**src/rtl/ov7670_capture_fifo_writer_pkg.sv**
```systemverilog
// Shared definitions for the OV7670 capture path and the VGA timing core.
// Latency: n/a (types, constants and helpers only).
// Backpressure: n/a.
package ov7670_capture_fifo_writer_pkg;

    // Capture FSM states
    typedef enum logic [1:0] {
        S_SKIP    = 2'd0,
        S_VSYNC   = 2'd1,
        S_CAPTURE = 2'd2
    } cap_state_t;

    // Frame geometry shared with the VGA timing core
    localparam int H_ACTIVE_DEFAULT = 640;
    localparam int V_ACTIVE_DEFAULT = 480;

    localparam int BYTE_CNT_W = 13;
    localparam int COORD_W    = 12;

    // RGB565 field layout: R in [15:11], G in [10:5], B in [4:0]
    typedef struct packed {
        logic [4:0] r;
        logic [5:0] g;
        logic [4:0] b;
    } rgb565_t;

    // Sensor sends the high byte first: RRRRRGGG then GGGBBBBB
    function automatic rgb565_t rgb565_from_bytes(input logic [7:0] hi, input logic [7:0] lo);
        rgb565_t px;
        px.r = hi[7:3];
        px.g = {hi[2:0], lo[7:5]};
        px.b = lo[4:0];
        return px;
    endfunction

    function automatic logic [COORD_W-1:0] sat_inc_coord(input logic [COORD_W-1:0] v);
        return (&v) ? v : v + COORD_W'(1);
    endfunction

endpackage

```
**src/rtl/ov7670_capture_fifo_writer_if.sv**
```systemverilog
// Camera pins plus async-FIFO write port of the capture block.
// Latency: n/a (wiring only).
// Backpressure: full_fifo from the FIFO; the writer drops pixels, it never stalls the sensor.
interface ov7670_capture_fifo_writer_if;
    import ov7670_capture_fifo_writer_pkg::*;

    logic       cam_vsync;
    logic       cam_href;
    logic [7:0] cam_data;
    logic       full_fifo;
    logic       wr_en;
    rgb565_t    dout;

    // Capture block side
    modport master (
        input  cam_vsync, cam_href, cam_data, full_fifo,
        output wr_en, dout
    );

    // Sensor/FIFO side
    modport slave (
        output cam_vsync, cam_href, cam_data, full_fifo,
        input  wr_en, dout
    );

endinterface

```
**src/rtl/ov7670_capture_fifo_writer_packer.sv**
```systemverilog
// Pairs sensor bytes into RGB565 words; clear forces the current byte to be a high byte.
// Latency: combinational word on the low byte cycle; the high byte is held one register.
// Backpressure: none; every valid byte is consumed.
module rgb565_byte_packer
    import ov7670_capture_fifo_writer_pkg::*;
(
    input  logic       clk,
    input  logic       rst,
    input  logic       clear,
    input  logic       byte_vld,
    input  logic [7:0] byte_dat,
    output logic       word_vld,
    output rgb565_t    word
);

    logic       phase_lo;
    logic [7:0] hi_byte;
    logic       eff_lo;

    // A line start or frame restart overrides a stale phase in the same cycle
    assign eff_lo   = phase_lo & ~clear;
    assign word_vld = byte_vld & eff_lo;
    assign word     = rgb565_from_bytes(hi_byte, byte_dat);

    // Toggle byte phase and latch the high byte
    always_ff @(posedge clk) begin
        if (rst) begin
            phase_lo <= 1'b0;
            hi_byte  <= 8'h00;
        end else if (byte_vld) begin
            phase_lo <= ~eff_lo;
            if (!eff_lo) begin
                hi_byte <= byte_dat;
            end
        end else if (clear) begin
            phase_lo <= 1'b0;
        end
    end

endmodule

```
**src/rtl/ov7670_capture_fifo_writer.sv**
```systemverilog
// OV7670 capture: skip settle frames, pack RGB565, write async FIFO, flag geometry errors.
// Latency: low byte at the pin on edge k -> wr_en/dout valid in the cycle after edge k+1.
// Backpressure: full_fifo drops the pixel and sets sticky overflow; the sensor is never stalled.
module ov7670_capture_fifo_writer
    import ov7670_capture_fifo_writer_pkg::*;
#(
    parameter int SKIP_FRAMES = 2,
    parameter int H_ACTIVE    = H_ACTIVE_DEFAULT,
    parameter int V_ACTIVE    = V_ACTIVE_DEFAULT
) (
    input  logic                     clk,
    input  logic                     rst,
    ov7670_capture_fifo_writer_if.master cap,
    output logic [COORD_W-1:0]       pixel_x,
    output logic [COORD_W-1:0]       pixel_y,
    output logic                     capturing,
    output logic                     frame_done,
    output logic                     line_err,
    output logic                     frame_err,
    output logic                     overflow
);

    localparam int                    SKIP_W      = (SKIP_FRAMES < 1) ? 1 : $clog2(SKIP_FRAMES + 1);
    localparam logic [SKIP_W-1:0]     SKIP_LAST   = SKIP_W'(SKIP_FRAMES);
    localparam logic [BYTE_CNT_W-1:0] LINE_BYTES  = BYTE_CNT_W'(2 * H_ACTIVE);
    localparam logic [COORD_W-1:0]    FRAME_LINES = COORD_W'(V_ACTIVE);

    logic                  vs_q, vs_qq, href_q, href_qq;
    logic [7:0]            data_q;
    cap_state_t            state, state_nxt;
    logic [SKIP_W-1:0]     skip_cnt;
    logic [BYTE_CNT_W-1:0] byte_cnt;
    logic [BYTE_CNT_W-1:0] cnt_base;
    logic [COORD_W-1:0]    pix_idx;
    logic                  vs_rise, href_rise, href_fall;
    logic                  in_cap, byte_vld, pk_clear, word_vld;
    rgb565_t               word;

    // Single register stage on the sensor pins plus edge-detect history
    always_ff @(posedge clk) begin
        if (rst) begin
            vs_q    <= 1'b0;
            vs_qq   <= 1'b0;
            href_q  <= 1'b0;
            href_qq <= 1'b0;
            data_q  <= 8'h00;
        end else begin
            vs_q    <= cap.cam_vsync;
            vs_qq   <= vs_q;
            href_q  <= cap.cam_href;
            href_qq <= href_q;
            data_q  <= cap.cam_data;
        end
    end

    assign vs_rise   = vs_q & ~vs_qq;
    assign href_rise = href_q & ~href_qq;
    assign href_fall = ~href_q & href_qq;
    assign in_cap    = (state == S_CAPTURE);
    assign capturing = in_cap;

    // Frame boundary beats any href activity in the same cycle
    assign byte_vld = in_cap & href_q & ~vs_rise;
    assign pk_clear = ~in_cap | vs_rise | href_rise;

    // Byte count restarts on the first byte of a line
    assign cnt_base = href_rise ? '0 : byte_cnt;
    assign pix_idx  = cnt_base[BYTE_CNT_W-1:1];

    rgb565_byte_packer u_packer (
        .clk      (clk),
        .rst      (rst),
        .clear    (pk_clear),
        .byte_vld (byte_vld),
        .byte_dat (data_q),
        .word_vld (word_vld),
        .word     (word)
    );

    // FSM state register
    always_ff @(posedge clk) begin
        if (rst) begin
            state <= S_SKIP;
        end else begin
            state <= state_nxt;
        end
    end

    // FSM next state
    always_comb begin
        state_nxt = state;
        case (state)
            S_SKIP:    if (vs_rise && skip_cnt == SKIP_LAST) state_nxt = S_VSYNC;
            S_VSYNC:   if (!vs_q) state_nxt = S_CAPTURE;
            S_CAPTURE: if (vs_rise) state_nxt = S_VSYNC;
            default:   state_nxt = S_SKIP;
        endcase
    end

    // Counters, FIFO write, pixel coordinates and error pulses
    always_ff @(posedge clk) begin
        if (rst) begin
            skip_cnt   <= '0;
            byte_cnt   <= '0;
            pixel_x    <= '0;
            pixel_y    <= '0;
            cap.wr_en  <= 1'b0;
            cap.dout   <= '0;
            frame_done <= 1'b0;
            line_err   <= 1'b0;
            frame_err  <= 1'b0;
            overflow   <= 1'b0;
        end else begin
            cap.wr_en  <= 1'b0;
            frame_done <= 1'b0;
            line_err   <= 1'b0;
            frame_err  <= 1'b0;

            if (state == S_SKIP && vs_rise && skip_cnt != SKIP_LAST) begin
                skip_cnt <= skip_cnt + SKIP_W'(1);
            end

            if (state == S_VSYNC) begin
                pixel_y  <= '0;
                byte_cnt <= '0;
            end

            if (byte_vld) begin
                byte_cnt <= (&cnt_base) ? cnt_base : cnt_base + BYTE_CNT_W'(1);
                if (word_vld) begin
                    pixel_x <= pix_idx;
                    if (cap.full_fifo) begin
                        overflow <= 1'b1;
                    end else begin
                        cap.wr_en <= 1'b1;
                        cap.dout  <= word;
                    end
                end
            end else if (in_cap && !vs_rise && href_fall) begin
                // A trailing unpaired high byte simply never gets written
                if (byte_cnt != LINE_BYTES) begin
                    line_err <= 1'b1;
                end
                pixel_y <= sat_inc_coord(pixel_y);
            end

            if (in_cap && vs_rise) begin
                frame_done <= 1'b1;
                frame_err  <= (pixel_y != FRAME_LINES);
            end
        end
    end

endmodule

```
**src/flat_wrapper.sv**
```systemverilog
// flat-port wrapper written by rule: the top's interface ports become plain ports
module ov7670_capture_fifo_writer_flat import ov7670_capture_fifo_writer_pkg::*;
#(
    parameter int SKIP_FRAMES = 2,
    parameter int H_ACTIVE    = H_ACTIVE_DEFAULT,
    parameter int V_ACTIVE    = V_ACTIVE_DEFAULT
)
  (clk, rst, pixel_x, pixel_y, capturing, frame_done, line_err, frame_err, overflow, cap_cam_vsync, cap_cam_href, cap_cam_data, cap_full_fifo, cap_wr_en, cap_dout);
  ov7670_capture_fifo_writer_if cap_i ();
  input  logic clk;
  input  logic rst;
  output logic [COORD_W-1:0] pixel_x;
  output logic [COORD_W-1:0] pixel_y;
  output logic capturing;
  output logic frame_done;
  output logic line_err;
  output logic frame_err;
  output logic overflow;
  input wire logic [$bits(cap_i.cam_vsync)-1:0] cap_cam_vsync;
  input wire logic [$bits(cap_i.cam_href)-1:0] cap_cam_href;
  input wire logic [$bits(cap_i.cam_data)-1:0] cap_cam_data;
  input wire logic [$bits(cap_i.full_fifo)-1:0] cap_full_fifo;
  output wire logic [$bits(cap_i.wr_en)-1:0] cap_wr_en;
  output wire logic [$bits(cap_i.dout)-1:0] cap_dout;
  assign cap_i.cam_vsync = cap_cam_vsync;
  assign cap_i.cam_href = cap_cam_href;
  assign cap_i.cam_data = cap_cam_data;
  assign cap_i.full_fifo = cap_full_fifo;
  assign cap_wr_en = cap_i.wr_en;
  assign cap_dout = cap_i.dout;
  ov7670_capture_fifo_writer #(.SKIP_FRAMES(SKIP_FRAMES), .H_ACTIVE(H_ACTIVE), .V_ACTIVE(V_ACTIVE)) u_core (.clk(clk), .rst(rst), .cap(cap_i), .pixel_x(pixel_x), .pixel_y(pixel_y), .capturing(capturing), .frame_done(frame_done), .line_err(line_err), .frame_err(frame_err), .overflow(overflow));
endmodule
```
**config.mk**
```make
export PLATFORM = sky130hd
export DESIGN_NAME = ov7670_capture_fifo_writer_flat
export DESIGN_NICKNAME = d
export VERILOG_FILES = /design/src/rtl/ov7670_capture_fifo_writer_pkg.sv /design/src/rtl/ov7670_capture_fifo_writer_if.sv /design/src/rtl/ov7670_capture_fifo_writer_packer.sv /design/src/rtl/ov7670_capture_fifo_writer.sv /design/src/flat_wrapper.sv
export SDC_FILE = /design/constraint.sdc
export NUM_CORES = 1
export LEC_CHECK = 0
export ABC_AREA = 1
export BUFFER_PORTS_ARGS = -buffer_cell sky130_fd_sc_hd__buf_2
export CORE_MARGIN = 5
export CORE_UTILIZATION = 55
export CTS_BUF_LIST = sky130_fd_sc_hd__clkbuf_4 sky130_fd_sc_hd__clkbuf_8
export DETAILED_ROUTE_END_ITERATION = 8
export GPL_TIMING_DRIVEN = 0
export PLACE_DENSITY_LB_ADDON = 0.3
export SETUP_SLACK_MARGIN = 0.4
export SLEW_MARGIN = 30
export SYNTH_ARGS = -nofsm -noshare
export SYNTH_HDL_FRONTEND = slang
export SYNTH_SLANG_ARGS = --single-unit
```
**constraint.sdc**
```tcl
create_clock -name clk -period 5.13 [get_ports clk]
set_clock_uncertainty 0.1 [all_clocks]
set_input_delay 1.539 -clock clk [delete_from_list [all_inputs] [get_ports clk]]
set_output_delay 1.539 -clock clk [all_outputs]
set_load 0.05 [all_outputs]
```
After elaboration in Yosys (flattened, before gate mapping)
Cells that the tools add are included.
- add/subtract/negate cells: 3
- multiply operators: 0
- div/mod/pow operators: 0
- magnitude comparators: 0
- eq/ne operators: 10
- shift-type cells: 0
- multiplexer cells: 17
- bitwise logic cells: 21
- reduce and logical (&&, ||, !) cells: 20
- operator list (operator ; count):
    $mux W13 ; 4
    $mux W12 ; 4
    $add A13 B1 Y13 const B ; 1
    $ne A13 B11 Y1 const B ; 1
    $reduce_and A13 Y1 ; 1
    $add A12 B1 Y12 const B ; 1
    $ne A12 B9 Y1 const B ; 1
    $not A1 Y1 ; 12
    $reduce_and A12 Y1 ; 1
    $reduce_and A3 Y1 ; 3
    $and A1 B1 Y1 ; 7
    $logic_and A1 B1 Y1 ; 6
    $mux W2 ; 3
    $pmux W2 S3 ; 1
    $reduce_or A3 Y1 ; 2
    $mux W1 ; 5
    $eq A2 B2 Y1 const B ; 2
    $ne A2 B1 Y1 const B ; 2
    $ne A2 B2 Y1 const B ; 2
    $reduce_and A2 Y1 ; 2
    $reduce_bool A2 Y1 ; 2
    $ne A3 B3 Y1 const B ; 1
    $add A2 B1 Y2 const B ; 1
    $eq A2 B1 Y1 const B ; 1
    4 further kinds ; 5
- bits in registers: 83
- latch bits: 0
- bits in writable memories: 0
- memory bits (read-only): 0
- bits of input ports: 13
- memories kept: 0

Longest topological paths before layout
Gate-level depths: netlist of the first run.
- depth after elaboration: 9
- depth in mapped cells: 14

Cells and area by module
From an unflattened synthesis of the first run, not the netlist that was laid out.
- cell total of the unflattened synthesis: 544
- area total of the unflattened synthesis: 3940.0 um^2
- modules (own cells, without submodules) (module ; times used ; cells each ; area each (um^2)):
    ov7670_capture_fifo_writer ; 1 ; 476 ; 3422.0
    rgb565_byte_packer ; 1 ; 68 ; 518.0

Worst setup path after synthesis of the first run
Ideal clock, no wire load.
- kind: input port to flip-flop
- start point: input rst
- end point: register u_core.pixel_x[0]
- library setup time: 0.065 ns
- arrival time: 2.424 ns
- required time: 4.965 ns
- path slack: 2.541 ns
- cell stages on the path: 6
- buffers on the path: 3
- cells stage by stage: clkbuf_1 inv_1 clkbuf_1 clkbuf_1 o21ai_0 nor2_1
- RTL lines (what ; RTL line ; source):
    from (decl) ; flat_wrapper.sv:11 ; input logic rst;
    to (signal assigned) ; ov7670_capture_fifo_writer.sv:131 ; pixel_x <= pix_idx;
    to (decl) ; ov7670_capture_fifo_writer.sv:14 ; output logic [COORD_W-1:0] pixel_x,

Final worst setup path of the first run
- start point: register u_core.state[1]
- end point: output capturing
- longest elaborated chain between the ends: 1
- ends and longest elaborated chain (what ; RTL line ; source):
    from (decl) ; ov7670_capture_fifo_writer.sv:30 ; cap_state_t state, state_nxt;
    from (signal assigned) ; ov7670_capture_fifo_writer.sv:85 ; state <= state_nxt;
    $eq A2 B2 Y1 ; ov7670_capture_fifo_writer.sv:59 ; assign in_cap = (state == S_CAPTURE);
    to (decl) ; flat_wrapper.sv:14 ; output logic capturing;
Every way passes these cells.

==> summary.txt, run 1 <==
MIN PATH
--------------------------------------------------------------------------------------
Path class of the lowest-slack min-delay path                             register to register
Worst Hold Path Cells                                                                2

ROUTE
--------------------------------------------------------------------------------------
1st-iter DRT viols                                                                 182
DRC violations left                                                                  0
Final Routed Wirelength                                                       9.025 mm
Routed len/inst                                                               13.45 µm
Per-cell via count in the routed design                                          5.171
Number of optimization iterations in the first detailed-route pass                   4
Final ANT Viol Nets                                                                  0
Via count                                                                         3470

CLOCKING
--------------------------------------------------------------------------------------
Clock sink count                                                                    83
Worst-case clock buffer depth                                                        2
Post-CTS Setup Bufs                                                                  0
Number of buffers added by the clock tree synthesis step                             9
Source-to-sink clock delay at the later pin of the worst-skew pair             0.36 ns
Clock slew at the register clock pins of the worst setup and hold paths        0.09 ns
Number of hold buffers added after cts                                               0
TritonCTS clock tree                                                               yes
Clock tree root driver cell                                                   clkbuf_8
H-tree depth                                                                         3
Post-CTS Resized                                                                     0

POWER AND IR DROP
--------------------------------------------------------------------------------------
Power per cell area                                                       264.4 mW/mm²
Switching share of total power                                                  0.2628
Clock network fraction of design power                                           0.397
Standby leakage power                                                         2.106 nW
Total power                                                                   1.158 mW
Internal power of the cells                                                  0.8535 mW
Comb pwr share                                                                   0.038
IR Drop Worst-Case VDD                                                       0.1829 mV
Part of the total power dissipated in sequential elements                        0.565
Switching power summed over all nets                                         0.3042 mW

YOSYS
--------------------------------------------------------------------------------------
Register area share after synthesis                                             0.4368
Number of enable-type register cells in the synthesized netlist                      0
Most used flip-flop cell after synthesis                                       dfxtp_1
Number of distinct library cells after synthesis                                    41
Summed instance area of the synthesized netlist                           0.003804 mm²
Post-synth ARST share                                                                0
YS warnings                                                                          0
#FFs+latches synth                                                                  83
Syn_nets                                                                           535
Number of instances in the synthesized netlist                                     518
Synth Area per Inst                                                          7.343 µm²

FLOORPLAN
--------------------------------------------------------------------------------------
Row count                                                                           30
Total Die Area                                                            0.008679 mm²
Top Ports                                                                           59
Starting density of the core                                                    0.5630
Chip Height                                                                   93.16 µm
Floorplan core area                                                       0.006756 mm²
Horizontal die dimension                                                      93.16 µm

GRT
--------------------------------------------------------------------------------------
Residual overflow from global routing                                                0
Via count of the first global-routing pass                                        3127
Gr usage total                                                                  0.2164
Initial antenna violation count                                                      0
Wire length of the first global-routing pass                                  14.98 mm
Pin count of the biggest net entering global routing                                18

STA
--------------------------------------------------------------------------------------
Endpoints failing hold                                                               0
Total negative slack                                                              0 ns
RSZ-0062 raised after global routing                                                no
Tcrit/Tclk final                                                                0.5417
Max Slew Vio Count                                                                   0
Min cycle time layout                                                         2.779 ns
Max Clock Freq                                                               359.8 MHz
Final setup fails                                                                    0
Slew at the pin closest to its max-slew limit                                0.6106 ns
Slew HR                                                                         0.5872

PLACE
--------------------------------------------------------------------------------------
I/O Buffers                                                                         57
GPL Wtd Cong                                                                    0.9113
Half-perimeter wire length after detailed placement                           6.524 mm

FINISH
--------------------------------------------------------------------------------------
Number of diodes                                                                     0
Most frequent cells in the layout                                         nor2_1, nand2_1, dfxtp_1
Leading cell type in the layout, fill and taps excluded                         nor2_1
Layout cells sized above 1                                                      0.2098
Area Overhead vs Synth                                                          15.13%
# nets final                                                                       603

FLOW RUN
--------------------------------------------------------------------------------------
Number of violations of the max-capacitance limit                                    0

STATUS
--------------------------------------------------------------------------------------
Result of the run                                                         complete, no violations

CRITICAL PATH
--------------------------------------------------------------------------------------
Count of cells along the worst register-to-register path                            11
Startpoint class of the critical path                                         register
Data required time at the worst endpoint                                       3.49 ns
Worst-path fanout max                                                                3
Setup crit end kind                                                       primary output
Worst setup path category                                                 register to primary output
Arrival time of data at the critical path endpoint                             1.14 ns

[kinds of logic after synthesis]
family / share of synthesized area
AND/OR/NAND/NOR: 0.3280
AO/OA/AOI/OAI: 0.1135
adder cells (fa/ha/maj): 0.01316
flip-flops: 0.4368
XOR/XNOR: 0.01842
buffers and inverters: 0.09013
[stage by stage]
| step | utilization | std cells | worst slack, ns | hold WS [ns] | instance area [µm²] |
|---|---|---|---|---|---|
| after detailed placement | 0.6200 | 655 | 2.004 | 0.3423 | 4189 |
| final | 0.6481 | 671 | 2.351 | 0.3555 | 4379 |
| after CTS | 0.6481 | 671 | 2.338 | 0.3567 | 4379 |
| after global placement | 0.6200 | 655 | 2.043 | 0.3367 | 4189 |
| after floorplan | - | 518 | 2.541 | 0.3372 | 3804 |
| after global routing | 0.6481 | 671 | 2.196 | 0.3696 | 4379 |
[synth_stat cells, types with 2 or more instances]
cell / count / share of area
nand3_2: 5 / 0.013
nand2_1: 88 / 0.087
inv_2: 11 / 0.011
o21ai_2: 2 / 0.0046
nand3_4: 3 / 0.014
nand2_2: 6 / 0.0099
o21ai_0: 37 / 0.049
a21oi_1: 19 / 0.025
o21ai_1: 11 / 0.014
a21oi_2: 3 / 0.0069
nor2_8: 2 / 0.011
nor2_1: 108 / 0.11
buf_2: 4 / 0.0053
nand4_1: 10 / 0.016
nand3_1: 29 / 0.038
inv_1: 47 / 0.046
xor2_1: 7 / 0.016
buf_6: 3 / 0.0089
dfxtp_1: 83 / 0.44
nor4_1: 2 / 0.0033
nor2_4: 2 / 0.0059
nand2_4: 2 / 0.0059
nor2_2: 3 / 0.0049
ha_1: 4 / 0.013
a31oi_1: 2 / 0.0033
nor3_1: 2 / 0.0026
clkbuf_1: 9 / 0.0089
[metal layers]
layer / GRT usage / vias to the layer above / share of wire
met1: 0.2985 / 1566 / 0.47
met2: 0.3203 / 104 / 0.45
met5: 0 / - / 0
met4: 0.08425 / 0 / 0.019
met3: 0.06034 / 14 / 0.066
li1: - / 1786 / -
[final timing paths]
check | from | to | slack, ns
worst max register to register | u_core.href_q | u_core.byte_cnt[3] | 2.78
worst min-delay path | u_core.overflow | u_core.overflow | 0.36
worst max-delay path | u_core.state[1] | capturing | 2.35
worst min register to register | u_core.overflow | u_core.overflow | 0.36
[power by group through the flow]
stage	Clock (mW)	Combinational, mW	Sequential (mW)
final	0.460	0.0435	0.654
after global routing	0.501	0.0485	0.655
after CTS	0.466	0.0434	0.654
after detailed placement	0	0.0432	0.669
after global placement	0	0.0424	0.669
after floorplan	0	0.0291	0.668
[state kept, by name, indices dropped and copies added (netlist names)]
name and count:
u_core.byte_cnt 13, u_core.cap.dout 16, u_core.cap.wr_en 1, u_core.data_q 8
u_core.frame_done 1, u_core.frame_err 1, u_core.href_q 1, u_core.href_qq 1
u_core.line_err 1, u_core.overflow 1, u_core.pixel_x 12, u_core.pixel_y 12
u_core.skip_cnt 2, u_core.state 2, u_core.u_packer.hi_byte 8, u_core.u_packer.phase_lo 1
u_core.vs_q 1, u_core.vs_qq 1
[cell type report]
cell class / count / area [µm²]
sequential: 83 / 1662
clock inverter: 7 / 66.31
tap: 80 / 100.1
inverter: 59 / 224.0
buffer: 19 / 118.9
multi-input combinational: 357 / 1799
fill: 608 / 2377
clock buffer: 9 / 123.9
timing repair buffer: 57 / 285.3
[worst max-delay path, stage by stage, from the launching register on]
cell     delay [ns]
dfxtp_1        0.38
nand2_2        0.10
inv_1          0.05
buf_2          0.25
Power figures use the tool's default switching activity.
==> run 2, diff against run 1 <==
- ABC_AREA: 1 -> 0
- CORE_UTILIZATION: 55 -> 52
- clock period: 5.13 -> 2.4 ns (I/O delays scaled with it)
==> summary.txt, run 2 <==
MIN PATH
--------------------------------------------------------------------------------------
Worst Hold Path Cells                                                                2   unchanged
Path class of the lowest-slack min-delay path                             register to register
Sink of the worst hold path                                               u_core.cap.dout[3]
HP Start                                                                  u_core.data_q[3]

POWER AND IR DROP
--------------------------------------------------------------------------------------
Power per cell area                                                       603.8 mW/mm²   +130%
Switching share of total power                                                  0.2240   -0.03878
IR Drop Worst-Case VDD                                                       0.4041 mV   +120%
Part of the total power dissipated in sequential elements                        0.529   -0.036
Clock network fraction of design power                                           0.434   +0.037
Standby leakage power                                                         1.748 nW   -17%
Comb pwr share                                                                   0.037   about the same
Internal power of the cells                                                   2.052 mW   +140%
Switching power summed over all nets                                         0.5923 mW   +95%

PLACE
--------------------------------------------------------------------------------------
GPL Wtd Cong                                                                    0.9374   +2.9%
Half-perimeter wire length after detailed placement                           5.930 mm   -9.1%
I/O Buffers                                                                         57   unchanged
Pre-CTS WS                                                                  0.03904 ns   -1.965 ns

STATUS
--------------------------------------------------------------------------------------
Result of the run                                                         complete, no violations

FINISH
--------------------------------------------------------------------------------------
Layout cells sized above 1                                                      0.2877   +0.07791
Core Util, Final                                                                0.6819   +0.03371
Flip-flop and latch area                                                  0.001685 mm²   +1.4%
Registers with the most flip-flops                                        u_core.cap.dout (16), u_core.byte_cnt (13)
Area Overhead vs Synth                                                          26.08%
Flip-flop count of the largest register, all copies and words added                 16   unchanged
Largest register by flop count                                            u_core.cap.dout
Total of fill cells in the finished design                                         520   -14%
# nets final                                                                       509   -16%
Number of diodes                                                                     0   unchanged
Leading cell type in the layout, fill and taps excluded                        nand2_1
Area used by multi-input combinational logic                              0.001783 mm²   -0.90%
Most frequent cells in the layout                                         nand2_1, dfxtp_1, buf_2

CRITICAL PATH
--------------------------------------------------------------------------------------
Worst R2R Start                                                           u_core.href_q
Terminus of the critical flop-to-flop path                                u_core.byte_cnt[8]
Worst setup path category                                                 register to register
Most frequent CP cell                                                            buf_6
Largest stage delay, worst path                                                0.36 ns   -0.02 ns
Critical-path top delay cell                                                   dfxtp_4
Critical path origin                                                      u_core.href_q
Setup crit end kind                                                           register
Count of cells along the worst register-to-register path                            10   -1
Startpoint class of the critical path                                         register
Register-to-register path setup slack                                          0.38 ns   -2.40 ns
Data required time at the worst endpoint                                       2.54 ns   -0.95 ns
Worst-path fanout max                                                                6   +3
List of cells traversed by the critical path                              nor2b_4, buf_6, nor2b_1, ha_2, nand3_4, nor3_4, buf_6, nand3_1, o211ai_1, o31ai_1
Arrival time of data at the critical path endpoint                             2.17 ns   +1.03 ns

CLOCKING
--------------------------------------------------------------------------------------
H-tree depth                                                                         3   unchanged
Number of buffers added by the clock tree synthesis step                             9   unchanged
Clock tree root driver cell                                                   clkbuf_8
Number of hold buffers added after cts                                               0   unchanged
Worst-case clock buffer depth                                                        2   unchanged
Clock slew at the register clock pins of the worst setup and hold paths        0.09 ns   about the same
TritonCTS clock tree                                                               yes
Source-to-sink clock delay at the later pin of the worst-skew pair             0.35 ns   about the same
Clock sink count                                                                    83   unchanged

YOSYS
--------------------------------------------------------------------------------------
Cell with the most instances after synthesis                                   dfxtp_1
Synth Area per Inst                                                          8.513 µm²   +16%
Number of enable-type register cells in the synthesized netlist                      0   unchanged
Most used flip-flop cell after synthesis                                       dfxtp_1
YS warnings                                                                          0   unchanged
Number of distinct library cells after synthesis                                    50   +22%
Register area share after synthesis                                             0.4784   +0.04154
Post-synth ARST share                                                                0   unchanged
Leading post-synthesis cells by cell area                                 dfxtp_1, nand2_1, a21oi_1, nor2_1, nand3_1
Top cell type's share of synthesized area                                       0.4784   +0.04154
Commonest cells post-synth                                                dfxtp_1, nand2_1, a21oi_1, nor2_1, nand3_1
Number of instances in the synthesized netlist                                     408   -21%
Syn_nets                                                                           425   -21%
Top cell type by total area after synthesis                                    dfxtp_1
Summed instance area of the synthesized netlist                           0.003473 mm²   -8.7%
#FFs+latches synth                                                                  83   unchanged

ROUTE
--------------------------------------------------------------------------------------
Per-cell via count in the routed design                                          5.681   +9.9%
Final ANT Viol Nets                                                                  0   unchanged
Number of optimization iterations in the first detailed-route pass                   5   +1
Via count                                                                         3261   -6.0%
Final Routed Wirelength                                                       8.732 mm   -3.2%
1st-iter DRT viols                                                                 247   +36%
DRC violations left                                                                  0   unchanged
Routed len/inst                                                               15.21 µm   +13%

STA
--------------------------------------------------------------------------------------
Final setup fails                                                                    0   unchanged
Max Slew Vio Count                                                                   0   unchanged
RSZ-0062 raised after global routing                                               yes
Final WS setup                                                               0.3775 ns   -1.974 ns
Worst hold slack after final layout                                          0.3533 ns   -0.002158 ns
Tcrit/Tclk final                                                                0.8427
Slew at the pin closest to its max-slew limit                                0.6217 ns   +0.01109 ns
Min cycle time layout                                                         2.023 ns
Total negative slack                                                              0 ns   unchanged
Max Clock Freq                                                               494.4 MHz
Slew HR                                                                         0.5855   -0.001715
Endpoints failing hold                                                               0   unchanged

GRT
--------------------------------------------------------------------------------------
Residual overflow from global routing                                                0   unchanged
Wire length of the first global-routing pass                                  14.16 mm   -5.5%
Pin count of the biggest net entering global routing                                16   -2
Via count of the first global-routing pass                                        2994   -4.3%
Gr usage total                                                                  0.2050   -0.01136
Initial antenna violation count                                                      0   unchanged

FLOORPLAN
--------------------------------------------------------------------------------------
Floorplan core area                                                       0.006422 mm²   -4.9%
Row count                                                                           29   -3.3%
Horizontal die dimension                                                      91.73 µm   -1.5%
Top Ports                                                                           59   unchanged
Total Die Area                                                            0.008414 mm²   -3.0%
Chip Height                                                                   91.73 µm   -1.5%
Starting density of the core                                                    0.5408   -0.02215

FLOW RUN
--------------------------------------------------------------------------------------
Number of violations of the max-capacitance limit                                    0   unchanged

==> run 2: worst max path at each step <==
stage                         endpoint
detailed placement  u_core.byte_cnt[8]
global placement    u_core.byte_cnt[8]
finish              u_core.byte_cnt[8]
CTS                 u_core.byte_cnt[4]
global route        u_core.byte_cnt[8]
floorplan           u_core.byte_cnt[4]
==> run 2: logic make-up (layout without fill, tap and decap cells) <==
logic type,after synthesis,after routing,synth area share
AO/OA/AOI/OAI,76,76,0.1308
multiplexers,10,10,0.02918
AND/OR/NAND/NOR,201,201,0.2950
adder cells (fa/ha/maj),4,4,0.01441
flip-flops,83,83,0.4784
buffers and inverters,29,118,0.03962
XOR/XNOR,5,5,0.01261
==> run 2: power groups by stage <==
stage / clock network (mW) / logic (mW) / registers (mW)
2_1_floorplan: 0 / 0.0550 / 1.43
3_3_place_gp: 0 / 0.0807 / 1.43
3_5_place_dp: 0 / 0.0817 / 1.43
4_1_cts: 1.17 / 0.0879 / 1.40
5_1_grt: 1.22 / 0.107 / 1.40
6_report: 1.15 / 0.0971 / 1.40
==> run 2: stage by stage <==
step	std cells	total power [mW]	instance area, µm²
6_report	574	2.644	4379
5_1_grt	574	2.732	4379
4_1_cts	567	2.657	4245
3_5_place_dp	542	1.515	3897
3_3_place_gp	542	1.514	3897
2_1_floorplan	408	1.486	3516
==> run 2: what timing repair did <==
action                     4_1_cts  5_1_grt
setup endpoints to repair       35       41
pin swaps                        6        8
gates resized for setup         11       27
setup buffers                    9        7
==> run 2: cell type report <==
type / count / area share
plain buffers: 18 / 0.02514
clock buffers: 10 / 0.03143
clock inverters: 6 / 0.02200
inverters: 11 / 0.01114
multi-input cells: 296 / 0.4071
flip-flops and latches: 83 / 0.3849
well taps: 77 / 0.02200
repair buffers: 73 / 0.09629
==> run 2: critical path, delay by kind of cell (launching register included) <==
family / cells / cell delay [ns]
AND/OR/NAND/NOR: 5 / 0.66
AO/OA/AOI/OAI: 2 / 0.29
buffers and inverters: 2 / 0.29
flip-flops: 1 / 0.36
adder cells (fa/ha/maj): 1 / 0.22
==> run 2: routing by layer <==
layer	share of wire	track usage
met1	0.45	0.2625
met2	0.47	0.3366
met3	0.054	0.03846
met4	0.033	0.09282
met5	0	0
